### config.mk
export PLATFORM = sky130hd
export DESIGN_NAME = sqrt_bf16_vec
export DESIGN_NICKNAME = d
export VERILOG_FILES = /design/src/rtl/sqrt_bf16_vec.sv
export SDC_FILE = /design/constraint.sdc
export NUM_CORES = 1
export LEC_CHECK = 0
export ABC_AREA = 0
export BUFFER_PORTS_ARGS = -buffer_cell sky130_fd_sc_hd__buf_4
export CAP_MARGIN = 15
export CORE_ASPECT_RATIO = 1.2
export CORE_MARGIN = 2
export CORE_UTILIZATION = 60
export DETAILED_ROUTE_END_ITERATION = 7
export GPL_ROUTABILITY_DRIVEN = 0
export PLACE_DENSITY = 0.83
export SLEW_MARGIN = 5
export SYNTH_ARGS = -nofsm -noshare
export SYNTH_HDL_FRONTEND = slang
export SYNTH_SLANG_ARGS = --single-unit
### constraint.sdc
create_clock -name CLK -period 3.2 [get_ports CLK]
set_input_delay 0.48 -clock CLK [delete_from_list [all_inputs] [get_ports CLK]]
set_output_delay 0.48 -clock CLK [all_outputs]
set_load 0.01 [all_outputs]
### src/rtl/sqrt_bf16_vec.sv
// sqrt_bf16_vec: LANES-wide bfloat16/FP16 square root, one root bit per cycle per lane.
// Define SQRT_RNE_EN for round-to-nearest-even; otherwise results are truncated.
module sqrt_bf16_vec #(
  parameter int LANES = 4,
  parameter int EXP_W = 8,
  parameter int FRAC_W = 7,
  localparam int W = 1 + EXP_W + FRAC_W
) (
  input  logic               CLK,
  input  logic               nRST,
  input  logic               valid_in,
  output logic               ready_in,
  input  logic [LANES*W-1:0] operand,
  input  logic [LANES-1:0]   lane_en,
  input  logic               flush,
  output logic               valid_out,
  input  logic               ready_out,
  output logic [LANES*W-1:0] result,
  output logic [LANES-1:0]   invalid
);
  localparam int N = FRAC_W + 2;
  localparam int XW = 2 * N;
  localparam int RW = N + 2;
  localparam int CW = $clog2(N + 1);
  localparam logic [CW-1:0] LAST = CW'(N);
  localparam logic [EXP_W:0] BIAS = (EXP_W+1)'((1 << (EXP_W - 1)) - 1);
  localparam logic [W-1:0] QNAN = {1'b0, {EXP_W{1'b1}}, 1'b1, {(FRAC_W-1){1'b0}}};
  typedef enum logic [1:0] {IDLE, CALC, DONE} state_t;
  state_t state, state_nx;
  logic [CW-1:0] cnt;
  logic accept, step, pack;
  assign ready_in = !flush && (state == IDLE || (state == DONE && ready_out));
  assign accept = valid_in && ready_in;
  assign valid_out = state == DONE && !flush;
  assign step = state == CALC && !flush && cnt != LAST;
  assign pack = state == CALC && !flush && cnt == LAST;
  always_ff @(posedge CLK or negedge nRST) begin
    if (!nRST) state <= IDLE;
    else state <= state_nx;
  end
  always_comb begin
    state_nx = state;
    state_nx = flush ? IDLE
             : accept ? CALC
             : pack ? DONE
             : (state == DONE && ready_out) ? IDLE
             : (state inside {IDLE, CALC, DONE}) ? state
             : IDLE;
  end
  // Counter runs N recurrence steps, then one packing cycle before DONE.
  always_ff @(posedge CLK or negedge nRST) begin
    if (!nRST) cnt <= '0;
    else cnt <= step ? cnt + 1'b1 : '0;
  end
  for (genvar i = 0; i < LANES; i++) begin : g_lane
    logic [W-1:0] op, sres_d, sres, packed_w, res;
    logic sgn, spec_d, inv_d, spec, inv, en, inv_o, ge;
    logic [EXP_W-1:0] ex, rexp_w, rexp;
    logic [FRAC_W-1:0] fr;
    logic signed [EXP_W:0] e, e_half;
    logic [XW-1:0] x_d, x;
    logic [RW-1:0] rem;
    logic [RW+1:0] rem_sh, trial;
    logic [N-1:0] q;
    assign op = operand[i*W +: W];
    assign {sgn, ex, fr} = op;
    assign e = $signed({1'b0, ex} - BIAS);
    assign e_half = e >>> 1;
    assign rexp_w = EXP_W'(e_half + BIAS);
    // Odd exponents fold one factor of two into the radicand so the root exponent halves exactly.
    assign x_d = e[0] ? XW'({1'b1, fr}) << (N + 1) : XW'({1'b1, fr}) << N;
    assign spec_d = ex == '0 || &ex || sgn;
    assign sres_d = ex == '0 ? {sgn, {(W-1){1'b0}}}
                  : (&ex && fr == '0 && !sgn) ? op
                  : QNAN;
    assign inv_d = ex != '0 && (&ex ? (fr != '0 ? !fr[FRAC_W-1] : sgn) : sgn);
    assign rem_sh = {rem, x[XW-1 -: 2]};
    assign trial = {2'b00, q, 2'b01};
    assign ge = rem_sh >= trial;
`ifdef SQRT_RNE_EN
    logic inc;
    logic [FRAC_W:0] fsum;
    assign inc = q[0] && (rem != '0 || q[1]);
    assign fsum = {1'b0, q[FRAC_W:1]} + (FRAC_W+1)'(inc);
    assign packed_w = {1'b0, rexp + EXP_W'(fsum[FRAC_W]), fsum[FRAC_W-1:0]};
`else
    assign packed_w = {1'b0, rexp, q[FRAC_W:1]};
`endif
    always_ff @(posedge CLK or negedge nRST) begin
      if (!nRST) begin
        x <= '0;
        rem <= '0;
        q <= '0;
        spec <= 1'b0;
        inv <= 1'b0;
        en <= 1'b0;
        sres <= '0;
        rexp <= '0;
        res <= '0;
        inv_o <= 1'b0;
      end else if (accept) begin
        x <= x_d;
        rem <= '0;
        q <= '0;
        spec <= spec_d;
        inv <= inv_d;
        en <= lane_en[i];
        sres <= sres_d;
        rexp <= rexp_w;
      end else if (step) begin
        x <= x << 2;
        rem <= RW'(ge ? rem_sh - trial : rem_sh);
        q <= {q[N-2:0], ge};
      end else if (pack) begin
        res <= !en ? '0 : spec ? sres : packed_w;
        inv_o <= en && spec && inv;
      end
    end
    assign result[i*W +: W] = res;
    assign invalid[i] = inv_o;
  end
endmodule

==> reports/metrics.yaml <==
hpwl_microns: 26200
synth_top_area_cell: "dfrtp_1"
grt_pass1_wl_microns: 64600
wl_met1_microns: 15800
worstPathCellList: "inv_1 -> ha_1 -> a21oi_1 -> o21ai_0 -> or3b_1 -> o21ai_2 -> nor4_1 -> a211o_1"
start_util_pct: 60.6
dp_slack_ns: 0.476
slew_violations: 0
synth_common_cells: "nand2_1, dfrtp_1, o21ai_0, clkbuf_1, nor2_1"
worst_slack_ns: 0.503
wl_per_cell_microns: 18.0
cts_made_buffers: 30
die_h_microns: 182
place_area_sq_um: 17100
path_class: "reg2reg"
area_delta_synth_final_pct: 14.6
clock_latency_ns: 0.56
power_density_nw_per_um2: 742
rsz0062_at_grt: "false"
regToRegStartpoint: "g_lane[1].q[4]"
start_kind: "flop"
grt.total_usage_pct: 27.9
tightest_slew_ns: 0.905
synth_nets: 1854
cp.arrival_ns: 3.13
die_x_microns: 152
cts_tree: "yes"
die-area_sq_um: 27700
syn_inst: 1723
yosys-top-cells-area: "dfrtp_1, nand2_1, o21ai_0"
synth_area_per_cell_sq_um: 9.18
antenna_found_initial: 0
ys.flop_type: "dfrtp_1"
power_leakage_uw: 0.00837
synth_edf_count: 0
clock-sinks: 298
ys_types: 67
drtAntennaViolNets: 0
viasPerCell: 6.10
clock_skew_ns: 0.0193
nNetsFinal: 1933
setup_viol: 0
highest_layer: "met4"
htree_levels: 1
status: "completed"
clk_pin_slew_ns: 0.06
worst_slew_margin_rel_pct: 39.7
fin_crit_ns: 2.70
met3_length_microns: 2070
cp-startpoint: "g_lane[1].q[4]"
finalPower_uw: 13400
hold_path_class: "in2reg"
critPathRequiredTime_ns: 3.64
syn_area_sq_um: 15800
vias: 13200
clockBufferDepth: 3
drt_iter0_markers: 888
finalHoldViolations: 0
crit_path_end_kind: "flop"
critPathMaxStageDelay_ns: 0.70
max_freq_ghz: 0.371
first_global_vias: 13200
yosysSeqAreaShare_pct: 47.1
fp.coreArea_sq_um: 26100
ios: 143
drive_above_1_share_pct: 14.5
synth_top_area_share_pct: 47.1
path_max_fanout: 19
crit_path_top_delay_cell: "o21ai_2"
min_from: "lane_en[2]"
drtPass1Iterations: 7
cts-root-buf: "clkbuf_16"
drv_cap: 0
fin_crit_sh_pct: 84.3
portBuffers: 142
route.met2.wl_microns: 19700
yosysWarnings: 0
finalWirelength_microns: 38800
finish.instance_area_sq_um: 18100
peakVddDrop_mv: 0.544
num_antenna_cells: 0
synth_most_common_cell: "nand2_1"
num_rows: 65
grt_max_degree: 96
final.setup.tns_ns: 0
cts_setup_buffers: 0
drc: 0
async_flop_share_pct: 100
overflow: 0
synth-seq-cells: 298
-- timing repair --
action,CTS,global route
resized for setup,0,0
hold buffers,1,0
hold endpoints to repair,76,0
-- through the flow --
| step | hold slack [ns] | utilization, % | instances |
|---|---|---|---|
| 3_5_place_dp | 0.462 | 65.3 | 2103 |
| 4_1_cts | 0.107 | 69.3 | 2156 |
| 3_3_place_gp | 0.449 | 65.3 | 2103 |
| 2_1_floorplan | 0.184 | - | 1723 |
| 6_report | 0.118 | 69.4 | 2157 |
| 5_1_grt | 0.124 | 69.4 | 2157 |
-- final cells by class --
type	count	area (sq um)
Tap cell	335	419
Inverter	65	244
Multi-Input combinational cell	1245	7660
Sequential cell	298	7460
Timing Repair Buffer	162	1300
Fill cell	1930	7980
Clock buffer	41	873
Clock inverter	11	170
-- report_power, final --
group / leakage [uW] / switching, uW / internal [uW] / total [uW]
sequential: 0.00388 / 492 / 4320 / 4810
combinational: 0.00398 / 2730 / 2190 / 4930
clock: 0.000515 / 1480 / 2220 / 3710
total: 0.00837 / 4710 / 8730 / 13400
-- registers in the layout, summed over array words and instances, names as in the netlist --
signal        count
state             2
g_lane.rem       44
g_lane.res       64
g_lane.inv_o      4
cnt               4
g_lane.inv        4
g_lane.rexp      32
g_lane.en         4
g_lane.sres      64
g_lane.q         36
g_lane.x         36
g_lane.spec       4
-- path summary, 6_finish.rpt --
kind,endpoint,slack [ns],depth (start not counted)
min in group asynchronous,g_lane[1].res[9],0.51,2
max in group asynchronous,g_lane[0].q[7],1.86,3
setup / recovery,g_lane[1].rem[6],0.50,8
hold / removal,g_lane[2].en,0.12,3
setup reg to reg,g_lane[1].rem[6],0.50,8
hold reg to reg,g_lane[1].rexp[3],0.47,2
-- placed cells by master (no fill, tap or decap), types with 12 or more instances in the layout --
| cell type | netlist | final |
|---|---|---|
| nor4_1 | 16 | 16 |
| a21oi_1 | 26 | 26 |
| xnor2_1 | 52 | 52 |
| dfrtp_1 | 298 | 298 |
| o21a_1 | 19 | 19 |
| a21o_1 | 13 | 13 |
| inv_1 | 65 | 65 |
| ha_1 | 58 | 58 |
| o21ai_0 | 194 | 194 |
| mux2_2 | 36 | 36 |
| nor2_1 | 77 | 76 |
| a221o_1 | 20 | 20 |
| and3_1 | 17 | 17 |
| xor2_1 | 23 | 23 |
| nand2_1 | 342 | 339 |
| clkbuf_16 | 0 | 31 |
| nor3_1 | 19 | 19 |
| o22ai_1 | 38 | 38 |
| nand3_1 | 48 | 48 |
| nand4_1 | 14 | 14 |
| and2_1 | 28 | 26 |
| a22oi_1 | 12 | 12 |
| a31oi_1 | 12 | 12 |
| mux2i_1 | 49 | 49 |
| buf_4 | 7 | 154 |
-- kinds of logic after synthesis --
| logic type | after synthesis | synth area share (%) |
|---|---|---|
| flip-flops | 298 | 47.1 |
| buffers and inverters | 180 | 4.62 |
| XOR/XNOR | 75 | 4.15 |
| AO/OA/AOI/OAI | 419 | 16.7 |
| multiplexers | 85 | 5.66 |
| adder cells (fa/ha/maj) | 58 | 4.59 |
| AND/OR/NAND/NOR | 608 | 17.1 |
-- metal layers --
| layer | vias to the layer above | track usage, % |
|---|---|---|
| li1 | 6155 | - |
| met4 | 0 | 9.91 |
| met1 | 6451 | 35.8 |
| met3 | 99 | 3.46 |
| met2 | 449 | 49.2 |
| met5 | - | 0 |
-- worst max-delay path, delay by kind of cell, from the launching register on --
| kind | cells | cell delay [ns] |
|---|---|---|
| buffers and inverters | 1 | 0.12 |
| AOI/OAI and AO/OA | 4 | 1.25 |
| adders and majority gates | 1 | 0.29 |
| DFF | 1 | 0.36 |
| and+or+nand+nor | 2 | 0.54 |
(Power assumes the default switching activity.)
